[src/rtl/s3g_pkg.sv]
// s3g_pkg: constants, CRC-8 helper and transmitter state encoding for the
// S3G serial protocol. Used by s3g_tx, s3g_crc8, s3g_rx and the executor.
package s3g_pkg;

   localparam logic [7:0]  S3G_START       = 8'hD5;
   localparam int unsigned S3G_MAX_PAYLOAD = 16;
   localparam logic [7:0]  S3G_CRC_POLY    = 8'h8C;

   // Maxim/iButton CRC-8, reflected, LSB-first: fold one byte into crc.
   function automatic logic [7:0] crc8_byte(input logic [7:0] crc,
                                            input logic [7:0] data);
      logic [7:0] c;
      c = crc ^ data;
      for (int i = 0; i < 8; i++) begin
         c = c[0] ? ((c >> 1) ^ S3G_CRC_POLY) : (c >> 1);
      end
      return c;
   endfunction

   typedef enum logic [2:0] {
      S_IDLE,
      S_START,
      S_LEN,
      S_PAYLOAD,
      S_CRC
   } s3g_tx_state_e;

endpackage

[src/rtl/s3g_crc8.sv]
// s3g_crc8: registered S3G CRC-8 accumulator.
// Ports: clk, rst (sync, active-high), clr (restart at 0x00),
//        en (fold data into crc), data[7:0], crc[7:0] (current value).
module s3g_crc8
   import s3g_pkg::*;
(
   input  logic       clk,
   input  logic       rst,
   input  logic       clr,
   input  logic       en,
   input  logic [7:0] data,
   output logic [7:0] crc
);

   logic [7:0] crc_q;
   logic [7:0] crc_d;

   // clr wins over en so a new frame always starts from 0x00.
   always_comb begin
      crc_d = crc_q;
      if (clr) begin
         crc_d = 8'h00;
      end else if (en) begin
         crc_d = crc8_byte(crc_q, data);
      end
   end

   always_ff @(posedge clk) begin
      if (rst) begin
         crc_q <= 8'h00;
      end else begin
         crc_q <= crc_d;
      end
   end

   assign crc = crc_q;

endmodule

[src/rtl/s3g_tx.sv]
// s3g_tx: S3G packet transmitter. Latches a response (length + up to 16
// payload bytes) on packet_wr and serialises D5, len, payload, CRC-8 onto a
// byte-wide UART with a one-cycle gap between write strobes.
// Ports: clk, rst (sync, active-high); packet_wr, payload_len, buf0..buf15
//        from the executor; busy back to the executor; uart_data, uart_wr,
//        uart_busy to/from the UART.
// Optional: define S3G_TX_STATS_EN to add pkt_count (completed frames,
//        wrapping) and drop_count (ignored strobes, saturating).
// uart_wr/uart_data are combinational from registered state and uart_busy so
// a byte can go out in the same cycle the UART reports ready.
module s3g_tx
   import s3g_pkg::*;
#(
   parameter int unsigned MAX_PAYLOAD = S3G_MAX_PAYLOAD
) (
   input  logic        clk,
   input  logic        rst,
   input  logic        packet_wr,
   input  logic [7:0]  payload_len,
   input  logic [7:0]  buf0,
   input  logic [7:0]  buf1,
   input  logic [7:0]  buf2,
   input  logic [7:0]  buf3,
   input  logic [7:0]  buf4,
   input  logic [7:0]  buf5,
   input  logic [7:0]  buf6,
   input  logic [7:0]  buf7,
   input  logic [7:0]  buf8,
   input  logic [7:0]  buf9,
   input  logic [7:0]  buf10,
   input  logic [7:0]  buf11,
   input  logic [7:0]  buf12,
   input  logic [7:0]  buf13,
   input  logic [7:0]  buf14,
   input  logic [7:0]  buf15,
   output logic        busy,
   output logic [7:0]  uart_data,
   output logic        uart_wr,
   input  logic        uart_busy
`ifdef S3G_TX_STATS_EN
   ,
   output logic [15:0] pkt_count,
   output logic [7:0]  drop_count
`endif
);

   localparam int unsigned LEN_W = $clog2(MAX_PAYLOAD + 1);
   localparam int unsigned IDX_W = $clog2(MAX_PAYLOAD);

   s3g_tx_state_e    state_q, state_d;
   logic [IDX_W-1:0] idx_q, idx_d;
   logic [LEN_W-1:0] len_q, len_d;
   logic [7:0]       pay_q [MAX_PAYLOAD];
   logic [7:0]       pay_d [MAX_PAYLOAD];
   logic             wr_prev_q, wr_prev_d;

   logic [LEN_W-1:0] len_clamp;
   logic             can_send;
   logic [7:0]       data_c;
   logic             crc_clr;
   logic             crc_en;
   logic [7:0]       crc;

`ifdef S3G_TX_STATS_EN
   logic [15:0] pkt_q, pkt_d;
   logic [7:0]  drop_q, drop_d;
`endif

   s3g_crc8 u_crc (
      .clk  (clk),
      .rst  (rst),
      .clr  (crc_clr),
      .en   (crc_en),
      .data (data_c),
      .crc  (crc)
   );

   assign len_clamp = (payload_len > 8'(MAX_PAYLOAD)) ? LEN_W'(MAX_PAYLOAD)
                                                     : LEN_W'(payload_len);

   // A byte may go out only when the UART is free and no strobe was issued
   // last cycle; the gap hides the UART's busy-rise latency. rst kills it.
   assign can_send = (state_q != S_IDLE) && !uart_busy && !wr_prev_q && !rst;

   // Next-state, datapath and UART strobe.
   always_comb begin
      state_d   = state_q;
      idx_d     = idx_q;
      len_d     = len_q;
      pay_d     = pay_q;
      data_c    = 8'h00;
      crc_clr   = 1'b0;
      crc_en    = 1'b0;
      wr_prev_d = can_send;

      unique case (state_q)
         S_IDLE: begin
            if (packet_wr) begin
               len_d   = len_clamp;
               idx_d   = '0;
               crc_clr = 1'b1;
               pay_d[0]  = buf0;  pay_d[1]  = buf1;
               pay_d[2]  = buf2;  pay_d[3]  = buf3;
               pay_d[4]  = buf4;  pay_d[5]  = buf5;
               pay_d[6]  = buf6;  pay_d[7]  = buf7;
               pay_d[8]  = buf8;  pay_d[9]  = buf9;
               pay_d[10] = buf10; pay_d[11] = buf11;
               pay_d[12] = buf12; pay_d[13] = buf13;
               pay_d[14] = buf14; pay_d[15] = buf15;
               state_d = S_START;
            end
         end
         S_START: begin
            data_c = S3G_START;
            if (can_send) state_d = S_LEN;
         end
         S_LEN: begin
            data_c = 8'(len_q);
            if (can_send) state_d = (len_q != '0) ? S_PAYLOAD : S_CRC;
         end
         S_PAYLOAD: begin
            data_c = pay_q[idx_q];
            crc_en = can_send;
            if (can_send) begin
               idx_d = idx_q + IDX_W'(1);
               if (LEN_W'(idx_q) == len_q - LEN_W'(1)) state_d = S_CRC;
            end
         end
         S_CRC: begin
            data_c = crc;
            if (can_send) state_d = S_IDLE;
         end
         default: state_d = S_IDLE;
      endcase
   end

`ifdef S3G_TX_STATS_EN
   // Frame counter wraps; drop counter saturates.
   always_comb begin
      pkt_d  = pkt_q;
      drop_d = drop_q;
      if (state_q == S_CRC && can_send) pkt_d = pkt_q + 16'd1;
      if (packet_wr && state_q != S_IDLE && drop_q != 8'hFF) drop_d = drop_q + 8'd1;
   end
`endif

   always_ff @(posedge clk) begin
      if (rst) begin
         state_q   <= S_IDLE;
         idx_q     <= '0;
         len_q     <= '0;
         wr_prev_q <= 1'b0;
         for (int i = 0; i < int'(MAX_PAYLOAD); i++) pay_q[i] <= 8'h00;
`ifdef S3G_TX_STATS_EN
         pkt_q     <= 16'd0;
         drop_q    <= 8'd0;
`endif
      end else begin
         state_q   <= state_d;
         idx_q     <= idx_d;
         len_q     <= len_d;
         wr_prev_q <= wr_prev_d;
         pay_q     <= pay_d;
`ifdef S3G_TX_STATS_EN
         pkt_q     <= pkt_d;
         drop_q    <= drop_d;
`endif
      end
   end

   assign busy      = (state_q != S_IDLE);
   assign uart_wr   = can_send;
   assign uart_data = data_c;

`ifdef S3G_TX_STATS_EN
   assign pkt_count  = pkt_q;
   assign drop_count = drop_q;
`endif

endmodule

[config.mk]
export PLATFORM = sky130hd
export DESIGN_NAME = s3g_tx
export DESIGN_NICKNAME = d
export VERILOG_FILES = /design/src/rtl/s3g_pkg.sv /design/src/rtl/s3g_crc8.sv /design/src/rtl/s3g_tx.sv
export SDC_FILE = /design/constraint.sdc
export NUM_CORES = 1
export LEC_CHECK = 0
export CAP_MARGIN = 20
export CORE_MARGIN = 2
export CORE_UTILIZATION = 50
export DETAILED_ROUTE_END_ITERATION = 8
export HOLD_SLACK_MARGIN = 0.06
export PLACE_DENSITY = 0.79
export SKIP_CTS_REPAIR_TIMING = 1
export SLEW_MARGIN = 40
export SYNTH_ARGS = -nofsm -noshare
export SYNTH_HDL_FRONTEND = slang
export SYNTH_SLANG_ARGS = --single-unit
[constraint.sdc]
create_clock -name clk -period 3.91 [get_ports clk]
set_input_delay 0.9775 -clock clk [delete_from_list [all_inputs] [get_ports clk]]
set_output_delay 0.9775 -clock clk [all_outputs]
set_load 0.01 [all_outputs]
==> metrics, run 1 <==
Final Max Slew Viols=0; unrepaired setup endpoints after global routing=no; ANT nets after route=0; Synthesized Nets=971; Via Count=6389; Final Cycle Share=97.6%; Routed WL per cell=16.5 µm; EDFF count, synth=0; FMAX=262 MHz; Yosys warnings=0; DP Worst Slack=0.322 ns; clock latency on the worst-skew pair=0.43 ns; grt peak-use layer=met2; multi-input logic area=3740 µm²; r2r endpoint=u_crc.crc[7]; # DRC=0; cell chain of the critical path=buf_12, mux4_1, mux4_2, a21oi_1, o31ai_1, clkdlybuf4s50_1; setup TNS=0 ns; Layout area overhead=32.1%; cell area after synthesis=7020 µm²; peak fanout along the critical path=15; Initial Utilization=50.9%; worst slew margin relative to its limit=51.6%; Final nets=1100; initial antenna violation count=0; drt pass-1 iters=5; root buf cell=clkbuf_16; GR Overflow Total=0; H-tree levels=4; crit path launch type=register; width of the die=122 µm; area of the core=13800 µm²; CP max stage cell=mux4_1; clk sinks=149; Port-buffer cells=149; Yosys cell types=62; Overall Power=3.75 mW; WP data arrival=2.84 ns; Crit. End Element=primary output; layout cells sized above 1=10.6%; Num CTS Buffers=17; WP data required=2.93 ns; post-route insts no fill=1149; CP max stage delay=0.58 ns; run status=finished, final reports clean; Critical Path Sink=uart_data[3]; Worst-path clk slew=0.06 ns; worst setup margin=0.0952 ns; largest net degree at the start of global routing=93; PwrDens=405 nW/µm²; met2 Usage GRT=40.4%; met3 usage=6.41%; DIE AREA=15000 µm²; ys async rst share=0%; Post-Synthesis Cells=829; CTS tree=yes; Sequential Area=2990 µm²; Ports=150; Crit Reg-Reg Startpoint=idx_q[0]; Top FF cell, synth=dfxtp_1; maximum vdd ir drop=0.000284 V; Post-DP HPWL=13600 µm; Rows=43; part of the Yosys area used for sequential elements=42.5%; WHS=0.455 ns; Worst R2R Path Depth=9; setup slack, reg-to-reg=0.88 ns; P_leak=3.49 nW; Clock Tree Buf Depth=2; # fillers=1150; first-pass GRT wire length=29900 µm; placed cells=1113; #FFs+latches synth=149; syn_area_per_cell=8.46 µm²; Total GRT Usage=26.2%; vias in the first global route=5807; # setup viols final=0; met1 usage=35.5%; Initial DRC Count=680; # diodes=0; total of max-cap violations=0; Slew @ Worst Pin=0.721 ns; final wirelength=19000 µm; final hold violations=0; hold crit path type=reg2reg; Final min period=3.81 ns; GPL Wtd Cong=0.904; worst-case clock skew=0.0108 ns; worst setup path startpoint=idx_q[0]; crit path kind=reg2out; Die Height=122 µm; Vias/cell=5.56
==> final cells by class <==
type | count | share of cell area [%]
Inverter | 5 | 0.203
Clock inverter | 10 | 1.04
Sequential cell | 149 | 32.3
Timing Repair Buffer | 174 | 18.6
Clock buffer | 20 | 5.04
Tap cell | 180 | 2.43
Multi-Input combinational cell | 611 | 40.4
==> report_power, final <==
part	internal (mW)	switching (mW)	leakage [nW]
logic	0.272	0.248	1.98
registers	1.61	0.0682	1.22
clock network	0.921	0.635	0.279
total	2.80	0.951	3.49
==> critical path: cells and delay by family (launching register included) <==
family	cells	cell delay [ns]
AOI/OAI and AO/OA	2	0.26
buffers and inverters	2	0.66
DFF	1	0.39
muxes	2	1.09
==> per-stage QoR <==
step / util, % / cell area, µm²
2_1_floorplan: - / 7020
3_3_place_gp: 62.5 / 8610
3_5_place_dp: 62.6 / 8620
4_1_cts: 66.7 / 9180
5_1_grt: 67.3 / 9270
6_report: 67.3 / 9270
==> state kept, by name, indices dropped and copies added, names as in the netlist <==
| name | flops |
|---|---|
| idx_q | 4 |
| len_q | 5 |
| pay_q | 128 |
| state_q | 3 |
| u_crc.crc | 8 |
| wr_prev_q | 1 |
==> cell families after synthesis <==
logic type,after synthesis,share of synthesized area [%]
DFF,149,42.5
adders and majority gates,2,0.357
buffers and inverters,69,4.33
AOI/OAI and AO/OA,185,15.1
xor gates and xnor gates,20,3.10
and+or+nand+nor,353,20.8
muxes,51,13.8
==> synthesized netlist by cell type, types with 2 or more instances <==
library cell	number	area, µm²
mux2i_1	13	130
nand2_1	286	1070
nor2b_1	7	43.8
dfxtp_1	149	2980
nand3_1	10	50.1
nand3b_1	3	22.5
o41ai_1	2	17.5
nor4_1	4	25.0
buf_2	5	25.0
a21boi_0	2	15.0
o21ai_0	13	65.1
or2_2	2	12.5
mux2_2	3	33.8
or3_1	2	12.5
buf_1	3	11.3
a21oi_1	141	706
xnor2_1	6	52.6
mux4_1	7	184
a2111oi_0	2	17.5
xor2_1	10	87.6
nor3b_1	2	15.0
a22oi_1	2	15.0
a31oi_1	3	18.8
a221oi_2	2	30.0
buf_6	3	33.8
a22o_1	3	26.3
nor2_1	16	60.1
and3_1	3	18.8
mux4_2	27	608
ha_1	2	25.0
xnor3_1	2	45.0
or2_1	2	12.5
a211oi_1	2	15.0
clkbuf_1	52	195
nor3_1	5	25.0
inv_1	5	18.8
nand2b_1	2	12.5
and2_1	2	12.5
==> worst min-delay path by stage <==
stage / endpoint / from / cells after the start
6_report: pay_q[50] / pay_q[50] / 2
5_1_grt: pay_q[103] / pay_q[103] / 2
4_1_cts: pay_q[112] / pay_q[112] / 2
3_5_place_dp: pay_q[67] / pay_q[67] / 2
3_3_place_gp: pay_q[59] / pay_q[59] / 2
2_1_floorplan: pay_q[112] / pay_q[112] / 2
==> cells in the final DEF, fill, tap and decap left out, types with 3 or more instances in the layout <==
cell type          n
nand2_1          285
clkdlybuf4s50_1  147
dfxtp_1          146
a21oi_1          141
mux4_2            27
buf_4             21
clkbuf_16         17
nor2_1            16
mux2i_1           13
o21ai_0           13
nand3_1           10
xor2_1            10
nor2b_1            7
mux4_1             7
xnor2_1            6
nor3_1             5
inv_1              5
nor4_1             4
nand3b_1           3
and3_1             3
mux2_2             3
a22o_1             3
a31oi_1            3
clkbuf_8           3
inv_6              3
clkinv_2           3
buf_12             3
==> per-layer routing <==
metal	share of wire [%]	vias to the layer above
li1	-	3108
met1	44	2963
met2	46	276
met3	7.3	42
met4	2.6	0
met5	0	-
Note: power is estimated with default switching activity, not from simulation.
==> run 2, diff against run 1 <==
--- a/config.mk
+++ b/config.mk
@@ -8,9 +8,11 @@
 export CAP_MARGIN = 20
 export CORE_MARGIN = 2
 export CORE_UTILIZATION = 50
+export CTS_CLUSTER_SIZE = 40
 export DETAILED_ROUTE_END_ITERATION = 8
 export HOLD_SLACK_MARGIN = 0.06
 export PLACE_DENSITY = 0.79
+export REMOVE_ABC_BUFFERS = 1
 export SKIP_CTS_REPAIR_TIMING = 1
 export SLEW_MARGIN = 40
 export SYNTH_ARGS = -nofsm -noshare
==> constraint.sdc (replaced) <==
create_clock -name clk -period 3.91 [get_ports clk]
set_input_delay 0.782 -clock clk [delete_from_list [all_inputs] [get_ports clk]]
set_output_delay 0.782 -clock clk [all_outputs]
set_load 0.01 [all_outputs]
==> run 2 against run 1 <==
  * Worst setup slack gained 0.013 ns
  * Global-route usage shrank 1.9 points
  * Critical path depth grew 2
  * Critical path type unchanged
  * Largest cell class unchanged
  * Largest power group unchanged
==> metrics, run 2 (same netlist as run 1, synthesis figures left out) <==
switching power=932 µW; crit path kind=reg2out; Top cell by count, worst path=mux4_2; Port-buffer cells=149; WP data arrival=3.02 ns; CTS tree=yes; multi-input logic area=3740 µm²; worst-case clock skew=0.00651 ns; WP data required=3.13 ns; Crit. End Element=primary output; CP delay by family, top=multiplexers; unrepaired setup endpoints after global routing=no; GPL Wtd Cong=0.924; Initial DRC Count=443; DIE AREA=15000 µm²; Routed WL per cell=15.4 µm; # diodes=0; drt pass-1 iters=4; Slew @ Worst Pin=0.725 ns; cell chain of the critical path=buf_6, mux4_2, mux4_2, or2_1, nand2_1, o31a_1, o21ai_0, clkdlybuf4s50_1; hold crit path type=reg2reg; # setup viols final=0; Top reg by flops=pay_q; run status=finished, final reports clean; Layout area overhead=30.7%; largest net degree at the start of global routing=72; maximum vdd ir drop=0.000313 V; layout cells sized above 1=10.1%; # fillers=1155; P_leak=3.42 nW; clk sinks=149; Clock Power Share=41.1%; setup TNS=0 ns; Final nets=1095; Initial Utilization=50.9%; Sw Share=25.2%; final hold violations=0; Num CTS Buffers=17; Vias/cell=5.43; total of max-cap violations=0; most frequent cells in the layout=nand2_1 (285), clkdlybuf4s50_1 (148), dfxtp_1 (146); Buf/Inv on CP=2; Final Max Slew Viols=0; CP max stage delay=0.52 ns; Post-DP HPWL=12200 µm; Final Cycle Share=97.2%; root buf cell=clkbuf_16; Logic pwr share=13.9%; # DRC=0; Reg power frac=45.0%; initial antenna violation count=0; Ports=150; Worst-path clk slew=0.06 ns; commonest non-fill, non-tap cell in the layout=nand2_1; FMAX=263 MHz; worst slew margin relative to its limit=51.6%; PwrDens=404 nW/µm²; vias in the first global route=5703; Final min period=3.80 ns; Total GRT Usage=24.3%; ANT nets after route=0; CP max stage cell=clkdlybuf4s50_1; Via Count=6217; crit path launch type=register; Sequential Area=2990 µm²; H-tree levels=4; peak fanout along the critical path=21; Overall Power=3.70 mW; GR Overflow Total=0; Rows=43; area of the core=13800 µm²; max reg flops=128; Clock Tree Buf Depth=2; Die Height=122 µm; final wirelength=17600 µm; width of the die=122 µm; clock latency on the worst-skew pair=0.42 ns; Int Power=2.77 mW; first-pass GRT wire length=28200 µm
[run 2: cell types whose count changed in the layout (fill, tap and decap cells not counted), sizes merged]
cell,previous run,this run
clkinv,5,7
clkdlybuf4s50,147,148
clkbuf,20,19
clkinvlp,1,3
dlymetal6s2s,1,0
inv,8,6
buf,26,21
[run 2: per-stage QoR]
stage                     util (%)  hold WS [ns]  area, µm²  setup WS [ns]  cells
after floorplan                  -         0.425       6730          -1.22    765
after global placement        62.5         0.439       8610          0.555   1114
after detailed placement      62.5         0.444       8610          0.505   1114
after CTS                     66.5         0.453       9160         0.0359   1145
after global routing          66.6         0.466       9170         0.0247   1145
final                         66.6         0.452       9170          0.108   1145
[run 2: final timing paths]
kind | from | endpoint | slack (ns) | depth (start not counted)
worst max register to register | idx_q[0] | u_crc.crc[7] | 0.81 | 9
worst max-delay path | idx_q[0] | uart_data[0] | 0.11 | 8
worst min register to register | pay_q[21] | pay_q[21] | 0.45 | 2
worst min-delay path | pay_q[21] | pay_q[21] | 0.45 | 2
[run 2: per-layer routing]
metal / GRT usage [%] / vias to the layer above / wire (µm)
met5: 0 / - / 0
met4: 8.26 / 0 / 265
met3: 6.18 / 26 / 1070
met2: 38.1 / 185 / 8420
met1: 32.7 / 2903 / 7880
li1: - / 3103 / -
[run 2: cell type report]
cell class	instances	area share (%)
multi-input cells	611	40.8
flip-flops and latches	149	32.6
repair buffers	169	18.0
clock buffers	19	4.83
well taps	180	2.46
clock inverters	12	1.17
inverters	5	0.205
[run 2: power groups by stage]
| stage | sequential (mW) | combinational [mW] | clock [mW] |
|---|---|---|---|
| floorplan | 1.68 | 0.280 | 0 |
| global placement | 1.70 | 0.504 | 0 |
| detailed placement | 1.70 | 0.512 | 0 |
| CTS | 1.67 | 0.516 | 1.54 |
| global route | 1.68 | 0.568 | 1.61 |
| finish | 1.67 | 0.514 | 1.52 |
[run 2: worst reg2reg max path: cells and delay by family, from the launching register on]
kind,cells,cell delay [ns]
buffers and inverters,1,0.28
AOI/OAI and AO/OA,1,0.30
and+or+nand+nor,2,0.40
DFF,1,0.40
xor gates and xnor gates,2,0.41
muxes,3,1.27
